[config.mk]
export PLATFORM = sky130hd
export DESIGN_NAME = reset_sequencer
export DESIGN_NICKNAME = d
export VERILOG_FILES = /design/src/rtl/reset_sequencer.sv
export SDC_FILE = /design/constraint.sdc
export NUM_CORES = 1
export LEC_CHECK = 0
export ABC_AREA = 1
export ABC_CLOCK_PERIOD_IN_PS = 3900
export CELL_PAD_IN_SITES_DETAIL_PLACEMENT = 0
export CELL_PAD_IN_SITES_GLOBAL_PLACEMENT = 1
export CORE_ASPECT_RATIO = 1.2
export CORE_MARGIN = 5
export CORE_UTILIZATION = 30
export DETAILED_ROUTE_END_ITERATION = 10
export PLACE_DENSITY = 0.66
export SYNTH_ARGS = -nofsm -noshare
export SYNTH_HDL_FRONTEND = slang
export SYNTH_SLANG_ARGS = --single-unit
[constraint.sdc]
create_clock -name clkIn -period 3.9 [get_ports clkIn]
set_clock_uncertainty 0.05 [all_clocks]
set_input_delay 0.39 -clock clkIn [delete_from_list [all_inputs] [get_ports clkIn]]
set_output_delay 0.39 -clock clkIn [all_outputs]
set_load 0.02 [all_outputs]
[src/rtl/reset_sequencer.sv]
// Power-up / recovery sequencer: synchronises clock-generator lock flags, times the
// PHY hardware reset, then releases the clkIn-domain logic reset and counts lock losses.
module reset_sequencer #(
   parameter int NUM_LOCKS          = 2,
   parameter int SYNC_STAGES        = 2,
   parameter int LOCK_STABLE_CYCLES = 1024,
   parameter int PHY_RST_CYCLES     = 1250000,
   parameter int PHY_WAKE_CYCLES    = 12500
) (
   input  logic                 clkIn,
   input  logic                 rstIn,
   input  logic [NUM_LOCKS-1:0] lockedIn,
   input  logic                 phyRstReqIn,
   output logic                 phyRstBOut,
   output logic                 rstOut,
   output logic                 readyOut,
   output logic [2:0]           stateOut,
   output logic [7:0]           lockLossCntOut
);

   typedef enum logic [2:0] {
      RESET     = 3'd0,
      WAIT_LOCK = 3'd1,
      PHY_RST   = 3'd2,
      PHY_WAKE  = 3'd3,
      RUN       = 3'd4
   } stateT;

   localparam int MAX_A   = (LOCK_STABLE_CYCLES > PHY_RST_CYCLES) ? LOCK_STABLE_CYCLES : PHY_RST_CYCLES;
   localparam int MAX_CYC = (MAX_A > PHY_WAKE_CYCLES) ? MAX_A : PHY_WAKE_CYCLES;
   localparam int CNT_W   = $clog2(MAX_CYC) + 1;

   localparam logic [CNT_W-1:0] CNT_ONE     = CNT_W'(1);
   localparam logic [CNT_W-1:0] STABLE_LAST = CNT_W'(LOCK_STABLE_CYCLES - 1);
   localparam logic [CNT_W-1:0] PHYRST_LAST = CNT_W'(PHY_RST_CYCLES - 1);
   localparam logic [CNT_W-1:0] WAKE_LAST   = CNT_W'(PHY_WAKE_CYCLES - 1);

   // Saturating 8-bit increment for the debug lock-loss counter.
   function automatic logic [7:0] satInc(input logic [7:0] v);
      return (v == 8'hFF) ? v : v + 8'd1;
   endfunction

   logic [NUM_LOCKS-1:0] syncR [SYNC_STAGES];
   logic                 allLockedS;
   stateT                stateR;
   stateT                stateNxtS;
   logic [CNT_W-1:0]     cntR;
   logic [CNT_W-1:0]     cntNxtS;
   logic                 lossS;
   logic [7:0]           lossCntR;
   logic                 phyRstBR;
   logic                 rstR;
   logic                 readyR;
   logic                 phyRstBNxtS;
   logic                 rstNxtS;
   logic                 readyNxtS;

   // Lock-flag synchroniser chains, one stage per row, all lock bits in parallel.
   always_ff @(posedge clkIn) begin
      if (rstIn) begin
         for (int i = 0; i < SYNC_STAGES; i++) begin
            syncR[i] <= '0;
         end
      end else begin
         syncR[0] <= lockedIn;
         for (int i = 1; i < SYNC_STAGES; i++) begin
            syncR[i] <= syncR[i-1];
         end
      end
   end

   assign allLockedS = &syncR[SYNC_STAGES-1];

   // Next-state, shared counter and lock-loss detection.
   always_comb begin
      stateNxtS = stateR;
      cntNxtS   = '0;
      lossS     = 1'b0;
      case (stateR)
         RESET: begin
            stateNxtS = WAIT_LOCK;
         end
         WAIT_LOCK: begin
            if (!allLockedS) begin
               cntNxtS = '0;
            end else if (cntR == STABLE_LAST) begin
               stateNxtS = PHY_RST;
            end else begin
               cntNxtS = cntR + CNT_ONE;
            end
         end
         PHY_RST: begin
            if (!allLockedS) begin
               lossS     = 1'b1;
               stateNxtS = WAIT_LOCK;
            end else if (cntR == PHYRST_LAST) begin
               stateNxtS = PHY_WAKE;
            end else begin
               cntNxtS = cntR + CNT_ONE;
            end
         end
         PHY_WAKE: begin
            if (!allLockedS) begin
               lossS     = 1'b1;
               stateNxtS = WAIT_LOCK;
            end else if (cntR == WAKE_LAST) begin
               stateNxtS = RUN;
            end else begin
               cntNxtS = cntR + CNT_ONE;
            end
         end
         RUN: begin
            // Lock loss wins over a simultaneous software re-reset request.
            if (!allLockedS) begin
               lossS     = 1'b1;
               stateNxtS = WAIT_LOCK;
            end else if (phyRstReqIn) begin
               stateNxtS = PHY_RST;
            end else begin
               stateNxtS = RUN;
            end
         end
         default: begin
            stateNxtS = RESET;
         end
      endcase
   end

   // Output decode from the next state so outputs move on the same edge as stateOut.
   always_comb begin
      phyRstBNxtS = 1'b0;
      rstNxtS     = 1'b1;
      readyNxtS   = 1'b0;
      case (stateNxtS)
         PHY_WAKE: begin
            phyRstBNxtS = 1'b1;
         end
         RUN: begin
            phyRstBNxtS = 1'b1;
            rstNxtS     = 1'b0;
            readyNxtS   = 1'b1;
         end
         default: begin
            phyRstBNxtS = 1'b0;
         end
      endcase
   end

   // State, counter, lock-loss count and registered outputs.
   always_ff @(posedge clkIn) begin
      if (rstIn) begin
         stateR   <= RESET;
         cntR     <= '0;
         lossCntR <= 8'd0;
         phyRstBR <= 1'b0;
         rstR     <= 1'b1;
         readyR   <= 1'b0;
      end else begin
         stateR   <= stateNxtS;
         cntR     <= cntNxtS;
         lossCntR <= lossS ? satInc(lossCntR) : lossCntR;
         phyRstBR <= phyRstBNxtS;
         rstR     <= rstNxtS;
         readyR   <= readyNxtS;
      end
   end

   assign stateOut       = stateR;
   assign lockLossCntOut = lossCntR;
   assign phyRstBOut     = phyRstBR;
   assign rstOut         = rstR;
   assign readyOut       = readyR;

endmodule
[Yosys cells after proc, flatten, opt, wreduce, memory -nomap -nowiden]
Memory sizes are Yosys's and may differ from the RTL's.
Index checks and enable logic that the tools add are counted.
Widths: inputs -> output; s select.
Storage, ports and cells
  register bits: 36
  logic and storage cells: 53
  memories kept: 1
  memory bits (writable): 4
  input bits: 5
  output and inout port bits: 14
Memory list
  syncR: depth 2, width 2, rd ports 2, clocked after memory_dff 0, write ports 2, line 43  | logic [NUM_LOCKS-1:0] syncR [SYNC_STAGES];
Operators by class
  equal/unequal tests: 10
  reductions and logical operators: 5
  add/sub/neg operators: 2
  bitwise operators: 3
  muxes and demuxes: 26
Operators by type and width (number)
  $mux 22: 6
  $pmux 22 s3: 1
  $mux 3: 8
  $add 22x1->22 const B: 1
  $eq 22x10->1 const B: 1
  $eq 22x14->1 const B: 1
  $eq 22x21->1 const B: 1
  $pmux 3 s5: 1
  $eq 3x2->1 const B: 3
  $add 8x1->8 const B: 1
  $eq 8x8->1 const B: 1
  $mux 1: 8
  $eq 3x3->1 const B: 2
  $mux 2: 2
  $reduce_and 2->1: 2
  $eq 3x1->1 const B: 1
  $logic_not 3->1: 1
  $reduce_or 3->1: 1
  $or 1x1->1: 2
  $reduce_or 2->1: 1
  $not 1->1: 1

[Depth between registers and ports, before layout]
Gate-level depths: netlist of the first run.
  depth after elaboration: 7
  depth in mapped cells: 12
  mapped depth without buffers: 11

[Worst setup path after synthesis of the first run]
Ideal clock, no wire load.
  path kind: reg2reg
  from: register lossCntR[1] (netlist: lockLossCntOut[1])
  to: register lossCntR[5] (netlist: lockLossCntOut[5])
  required time: 3735 ps
  data arrival time: 1509 ps
  setup time: 115 ps
  buffers on the path: 0
  setup slack: 2225 ps
  cell stages (with the launch flop): 9
  clock period less this slack: 1675 ps
  cell sequence: dfxtp_1 > ha_1 > nand3_1 > nor2_1 > nand3_1 > nand3_2 > clkinv_1 > a31oi_1 > nor2_1
On the way
  word-level cells in the longest chain between the ends: 3
  elaborated cells between the ends (all ways): 4
  those cells by class: 1 x add/sub; 1 x eq/ne; 1 x bitwise; 1 x reduce/logical
Ends and longest elaborated chain
  start, declared: line 50  | logic [7:0] lossCntR;
  start signal, assigned: line 161  | lossCntR <= lossS ? satInc(lossCntR) : lossCntR;
  parallel branches: the longest is 3 deep, another holds $add 8x1->8
Parallel ways; which one is timed is not known.
A chain may end at the register's enable or synchronous reset.

==> summary.txt, run 1 <==
Timing
  • Endpoints failing setup: 0
  • Final slew viol count: 0
  • Tmin final: around 2000 ps
  • Slew headroom: 59.6%
  • Setup TNS: 0 ps
  • RSZ-0062 raised after global routing: no
  • Worst setup margin: around 1900 ps
  • Final hold vios: 0
  • Pin slew with the least headroom to its limit: 600 ps
  • Max Fclk: around 490 MHz
  • Tcrit/Tclk final: ~52%

Placement
  • Placed standard-cell area: around 0.0022 sq mm
  • Port Buf Inserts: 18
  • GP Congestion: 0.771
  • Post-DP HPWL: about 3.3 mm
  • Pre-CTS WS: around 1500 ps

Run status
  • Status: finished clean

Clocking
  • Worst-path clk slew: 90 ps
  • Root Driver: clkbuf_8
  • Setup bufs post-CTS: 0
  • CTS Hold Buffers Added: 0
  • Clock buffer depth: 2
  • CTS buffer count: 5
  • # H-tree levels: 2
  • CTS tree: done
  • # resized after CTS: 0
  • Worst-Skew Late Latency: 290 ps
  • Clk sink count: 40

Setup path
  • R2r setup slk: between 1500 and 2000 ps
  • Startpoint types: input pin
  • Crit. End Element: flop
  • Critical R2R Launch: cntR[0]$_SDFF_PP0_
  • CP Data Arrival Time: ~2200 ps
  • Buf+Inv Stages, Crit Path: 1
  • Crit path required time: roughly 4100 ps
  • Reg2Reg Depth: 10
  • Kind of critical path: input pin to flop
  • Crit-path max FO: 20
  • Worst r2r dst: cntR[14]$_SDFF_PP0_
  • Worst setup path endpoint: cntR[14]$_SDFF_PP0_
  • Slowest-stage cell, CP: nor4_1
  • CP delay by family, top: simple AND/OR/NAND/NOR gates
  • Crit. path cell count: 4
  • CP cell instances: clkdlybuf4s50_1 -> nor4_1 -> nand2_2 -> nor2_1
  • Crit-path max cell delay: around 640 ps
  • Crit. Startpoint: rstIn

Route
  • Antenna Nets Post-Route: 0
  • Via count: about 1800
  • DR iter-0 viols: 152
  • Drt total wl: around 4.4 mm
  • Vias per cell: 4.49
  • WL/cell: approximately 11 um
  • Pre-antenna DRT Iters: 4
  • DRC Markers: 0

Synth
  • Seq/Total Area, Yosys: roughly 40%
  • Area contributors post-synth: dfxtp_1 40%, nor2_1 12%, nand2_1 10%
  • Flops & latches, synth: 40
  • FFs w/ async S/R, synth: 0%
  • Post-synth EDFFs: 0
  • Yosys cell types: 27
  • Synthesized cell area: just under 0.002 sq mm
  • Post-Syn Nets: 290
  • YS warnings: 0
  • Cells after synthesis: about 280
  • Yosys top cell area share: about two fifths
  • Synth area leader: dfxtp_1
  • Count leader, synth: nor2_1
  • Post-synth top flop: dfxtp_1
  • Most common library cells after synthesis: 63 x nor2_1, 55 x nand2_1, 40 x dfxtp_1, 29 x inv_1, 21 x nand3_1
  • Avg Cell Area, Syn: about 7.0 sq um

Cells and area
  • Design area: about 0.0023 sq mm
  • Storage element area: 801 sq um
  • Fillers: between 600 and 700
  • Layout area overhead: 18.7%
  • ANT cells: 0
  • Nets@finish: roughly 310
  • Multi-input gate area: around 0.0010 sq mm
  • Final Util: between 30% and 40%
  • Share of cells above drive strength 1: between 7 and 8%

GRT
  • Number of global-route vias before repair: between 1500 and 2000
  • Global-route wire length before repair: roughly 7.8 mm
  • GRT Util Overall: a little under an eighth
  • Initial antenna violation count: 0
  • Largest net degree at the start of global routing: 21
  • GRT Residual Overflow: 0

Power
  • Pint: roughly 0.6 mW
  • Logic gate share of total power: between 2 and 2.5%
  • Sw Share: a little over a fifth
  • Static Leak: 0.865 nW
  • Clock power share: 44.9%
  • Psw: around 0.17 mW
  • Power Dens Cells: 331 mW/mm^2
  • Max rail drop VDD: around 0.18 mV
  • Sequential share of power: between 50 and 60%
  • Overall power: a little under 0.8 mW

Die
  • Starting density of the core: ~30%
  • Count of boundary I/O pins: 19
  • # rows: 32
  • Core Area: approximately 0.0064 sq mm
  • Die W: 84.2 um
  • Die area: ~0.0083 sq mm
  • Die Y: approximately 99 um

Hold path
  • Worst hold stages: 2
  • Worst Hold Class: flop to flop

Job
  • Max-Cap Viols: 0
==> placed cells by master, fill, tap and decap left out <==
cell              n
nor3_1            8
nand2_1          55
nand3_1          21
xor2_1            9
o21ai_0           3
bufinv_16         1
nand3_2           5
clkdlybuf4s50_1  18
or2_1             1
o22ai_1           1
o21a_1            1
o21bai_1          1
a31oi_1           1
clkbuf_8          5
a21oi_1          11
inv_1            29
ha_1              2
nor4_1            2
inv_6             1
clkinv_1          1
nor2_2            3
nor2_1           63
nand4_1           7
inv_2             2
clkinvlp_4        1
dfxtp_1          40
nand2_2           4
nor2_4            1
xnor2_1           8
==> final cells by class <==
cell class | instances | area share (%)
repair buffers | 18 | 7.67
multi-input cells | 207 | 43.7
clock inverters | 3 | 1.97
inverters | 32 | 5.11
well taps | 85 | 4.53
clock buffers | 5 | 2.93
flip-flops and latches | 40 | 34.1
==> cells by family (layout without fill, tap and decap cells) <==
group,count (synthesis),in the layout,share of synthesized area (%)
flops,40,40,40.5
fa+ha+maj,2,2,1.26
simple gates,170,170,38.2
buf+inv,36,58,7.65
compound gates,18,18,4.93
xor+xnor,17,17,7.52
==> per-stage QoR <==
step           cells  hold slack, ps
6_report         390             354
5_1_grt          390             385
4_1_cts          390             356
3_5_place_dp     382             343
3_3_place_gp     382             342
2_1_floorplan    283             338
==> layer usage <==
| metal | track usage (%) | wire (um) | vias to the layer above |
|---|---|---|---|
| li1 | - | - | 943 |
| met1 | 14.0 | 2020 | 776 |
| met2 | 19.4 | 2190 | 27 |
| met3 | 2.76 | 163 | 6 |
| met4 | 4.08 | 67 | 0 |
| met5 | 0 | 0 | - |
==> sequential cells by signal, summed over array words and instances, names as in the netlist <==
register	cells
stateOut	3
cntR	22
phyRstBOut	1
syncR	4
rstOut	1
lockLossCntOut	8
readyOut	1
==> worst reg2reg max path, stage by stage, from the launching register on <==
cell and delay [ps]:
dfxtp_1 380, ha_1 240, nand3_2 210, nor2_4 230, nand3_2 90, nand2_1 60
nand2_1 50, inv_2 70, nand2_2 70, nand2_2 320, nor2_1 100
==> power groups by stage <==
stage	Clock, mW	Sequential, mW	Combinational [mW]
after global routing	0.382	0.412	0.0185
after detailed placement	0	0.422	0.0166
final	0.349	0.412	0.0163
after CTS	0.363	0.412	0.0167
after floorplan	0	0.422	0.00832
after global placement	0	0.422	0.0165
==> how the worst min path moves through the flow <==
| stage | start | to |
|---|---|---|
| 4_1_cts | syncR[0][0]$_SDFF_PP0_ | syncR[0][2]$_SDFF_PP0_ |
| 2_1_floorplan | syncR[0][0]$_SDFF_PP0_ | syncR[0][2]$_SDFF_PP0_ |
| 6_report | syncR[0][0]$_SDFF_PP0_ | syncR[0][2]$_SDFF_PP0_ |
| 5_1_grt | syncR[0][0]$_SDFF_PP0_ | syncR[0][2]$_SDFF_PP0_ |
| 3_5_place_dp | syncR[0][0]$_SDFF_PP0_ | syncR[0][2]$_SDFF_PP0_ |
| 3_3_place_gp | syncR[0][0]$_SDFF_PP0_ | syncR[0][2]$_SDFF_PP0_ |
Note: power is estimated with default switching activity, not from simulation.
==> run 2: changes to the inputs <==
ABC_CLOCK_PERIOD_IN_PS = 1800   (was 3900)
PLACE_DENSITY = 0.68   (was 0.66)
clock period = 1.8 ns   (was 3.9 ns; I/O delays follow)
==> summary.txt, run 2 (synthesized netlist as in run 1, its figures left out) <==
Run status
  • Status: finished clean (unchanged)

Timing
  • Tcrit/Tclk final: 92.5%
  • Setup TNS: 0 ps (unchanged)
  • RSZ-0062 raised after global routing: no (unchanged)
  • Endpoints failing setup: 0 (unchanged)
  • Final slew viol count: 0 (unchanged)
  • Pin slew with the least headroom to its limit: 341 ps (was 600 ps)
  • Max Fclk: around 600 MHz
  • Final hold vios: 0 (unchanged)
  • Slew headroom: 77.1% (was 59.6%)
  • Tmin final: 1660 ps

Setup path
  • R2r setup slk: 150 ps (was 1910 ps)
  • Crit-path max cell delay: 660 ps (was 640 ps)
  • Critical R2R Launch: cntR[0]$_SDFF_PP0_ (unchanged)
  • Crit. End Element: output pin (was flop)
  • Buf+Inv Stages, Crit Path: 1 (unchanged)
  • CP delay by family, top: buffers and inverters (was simple AND/OR/NAND/NOR gates)
  • Worst r2r dst: cntR[3]$_SDFF_PP0_ (was cntR[14]$_SDFF_PP0_)
  • Kind of critical path: flop to output pin (was input pin to flop)
  • Crit-path max FO: 8 (was 20)
  • Startpoint types: flop (was input pin)
  • Slowest-stage cell, CP: clkdlybuf4s50_1 (was nor4_1)
  • CP cell instances: clkdlybuf4s50_1 (was clkdlybuf4s50_1 -> nor4_1 -> nand2_2 -> nor2_1)
  • Reg2Reg Depth: 11 (was 10)
  • Crit path required time: 1570 ps (was 4080 ps)
  • CP Data Arrival Time: 1430 ps (was 2220 ps)

Clocking
  • Setup bufs post-CTS: 0 (unchanged)
  • Clk sink count: 40 (unchanged)
  • # H-tree levels: 2 (unchanged)
  • Worst-path clk slew: 80 ps (was 90 ps)
  • CTS Hold Buffers Added: 0 (unchanged)
  • # resized after CTS: 0 (unchanged)
  • CTS buffer count: 5 (unchanged)
  • Worst-Skew Late Latency: 290 ps (about the same)
  • Root Driver: clkbuf_8 (unchanged)
  • Clock buffer depth: 2 (unchanged)
  • CTS tree: done (unchanged)

GRT
  • Largest net degree at the start of global routing: 21 (unchanged)
  • GRT Util Overall: 11.8% (was 11.4%)
  • Initial antenna violation count: 0 (unchanged)
  • Number of global-route vias before repair: 1717 (was 1720)
  • GRT Residual Overflow: 0 (unchanged)
  • Global-route wire length before repair: 8.00 mm (was 7.83 mm)

Route
  • Drt total wl: 4.55 mm (was 4.44 mm)
  • DR iter-0 viols: 108 (was 152)
  • WL/cell: 11.3 um (was 11.4 um)
  • DRC Markers: 0 (unchanged)
  • Via count: 1793 (was 1752)
  • Vias per cell: 4.45 (was 4.49)
  • Pre-antenna DRT Iters: 4 (unchanged)
  • Antenna Nets Post-Route: 0 (unchanged)

Hold path
  • Worst hold stages: 3 (was 2)
  • Hold EP: syncR[0][0]$_SDFF_PP0_ (was syncR[0][2]$_SDFF_PP0_)
  • Worst Hold Class: input pin to flop (was flop to flop)
  • Min-delay src: lockedIn[0] (was syncR[0][0]$_SDFF_PP0_)

Die
  • Die W: 84.2 um (unchanged)
  • Count of boundary I/O pins: 19 (unchanged)
  • Starting density of the core: 30.7% (unchanged)
  • # rows: 32 (unchanged)
  • Die area: 0.00833 sq mm (unchanged)
  • Core Area: 0.00645 sq mm (unchanged)
  • Die Y: 99.0 um (unchanged)

Power
  • Max rail drop VDD: 0.391 mV (was 0.182 mV)
  • Static Leak: 0.938 nW (was 0.865 nW)
  • Overall power: 1.70 mW (was 0.777 mW)
  • Power Dens Cells: 686 mW/mm^2 (was 331 mW/mm^2)

Cells and area
  • Layout area overhead: 25.5% (was 18.7%)
  • ANT cells: 0 (unchanged)
  • Number of flip-flops in the largest register: 22 (unchanged)
  • Most frequent cells in the layout: 62 x nor2_1, 55 x nand2_1, 39 x dfxtp_1, 29 x inv_1, 21 x nand3_1 (was 63 x nor2_1, 55 x nand2_1, 40 x dfxtp_1, 29 x inv_1, 21 x nand3_1)
  • Most flop-heavy register: cntR (unchanged)
  • Share of cells above drive strength 1: 12.6% (was 7.54%)
  • Storage element area: 802 sq um (was 801 sq um)
  • Commonest non-fill, non-tap cell in the layout: nor2_1 (unchanged)
  • Nets@finish: 324 (was 311)
  • Multi-input gate area: 0.00104 sq mm (was 0.00103 sq mm)
  • Fillers: 668 (was 688)

Placement
  • GP Congestion: 0.798 (was 0.771)
  • Port Buf Inserts: 18 (unchanged)
  • Post-DP HPWL: 3.54 mm (was 3.35 mm)

Job
  • Max-Cap Viols: 0 (unchanged)
run 2: tightest hold or removal path: stages:
cell             delay (ps)
clkdlybuf4s50_1         390
inv_1                    50
nor2_1                   30
run 2: through the flow:
step	utilization, %	cells	area, sq um	hold slack [ps]	setup slack, ps
2_1_floorplan	-	283	1980	237	125
3_3_place_gp	36.4	395	2340	349	106
3_5_place_dp	36.4	395	2340	346	70.6
4_1_cts	38.3	403	2470	337	58.6
5_1_grt	38.5	403	2480	338	2.04
6_report	38.5	403	2480	347	136
run 2: worst max-delay path by stage:
stage                                         startpoint                              to  slack, ps  cells past startpoint
after floorplan           lockLossCntOut[1]$_SDFFE_PP0P_  lockLossCntOut[5]$_SDFFE_PP0P_        130                      8
after global placement               cntR[18]$_SDFF_PP0_             cntR[14]$_SDFF_PP0_        110                     11
after detailed placement              cntR[0]$_SDFF_PP0_              cntR[2]$_SDFF_PP0_         70                     11
after CTS                             cntR[0]$_SDFF_PP0_             cntR[15]$_SDFF_PP0_         60                     11
after global routing      lockLossCntOut[1]$_SDFFE_PP0P_  lockLossCntOut[5]$_SDFFE_PP0P_          2                      9
final                             stateOut[2]$_SDFF_PP0_                     stateOut[2]        140                      1
run 2: final cells by class:
cell class | count | share of cell area (%)
clock buffer | 6 | 3.32
multi-input combinational | 207 | 41.9
inverter | 32 | 4.99
timing repair buffer | 31 | 11.7
sequential | 40 | 32.3
tap | 85 | 4.28
clock inverter | 2 | 1.56
run 2: power breakdown:
part / leakage, nW / total, mW / internal [mW] / switching, mW
clock network: 0.0614 / 0.774 / 0.454 / 0.320
logic: 0.552 / 0.0370 / 0.0167 / 0.0203
registers: 0.324 / 0.893 / 0.889 / 0.00333
total: 0.938 / 1.70 / 1.36 / 0.344
run 2: metal layers:
| metal | GRT usage (%) | routed length (um) |
|---|---|---|
| met1 | 14.4 | 2080 |
| met2 | 20.8 | 2340 |
| met3 | 2.51 | 98 |
| met4 | 3.47 | 36 |
| met5 | 0 | 0 |
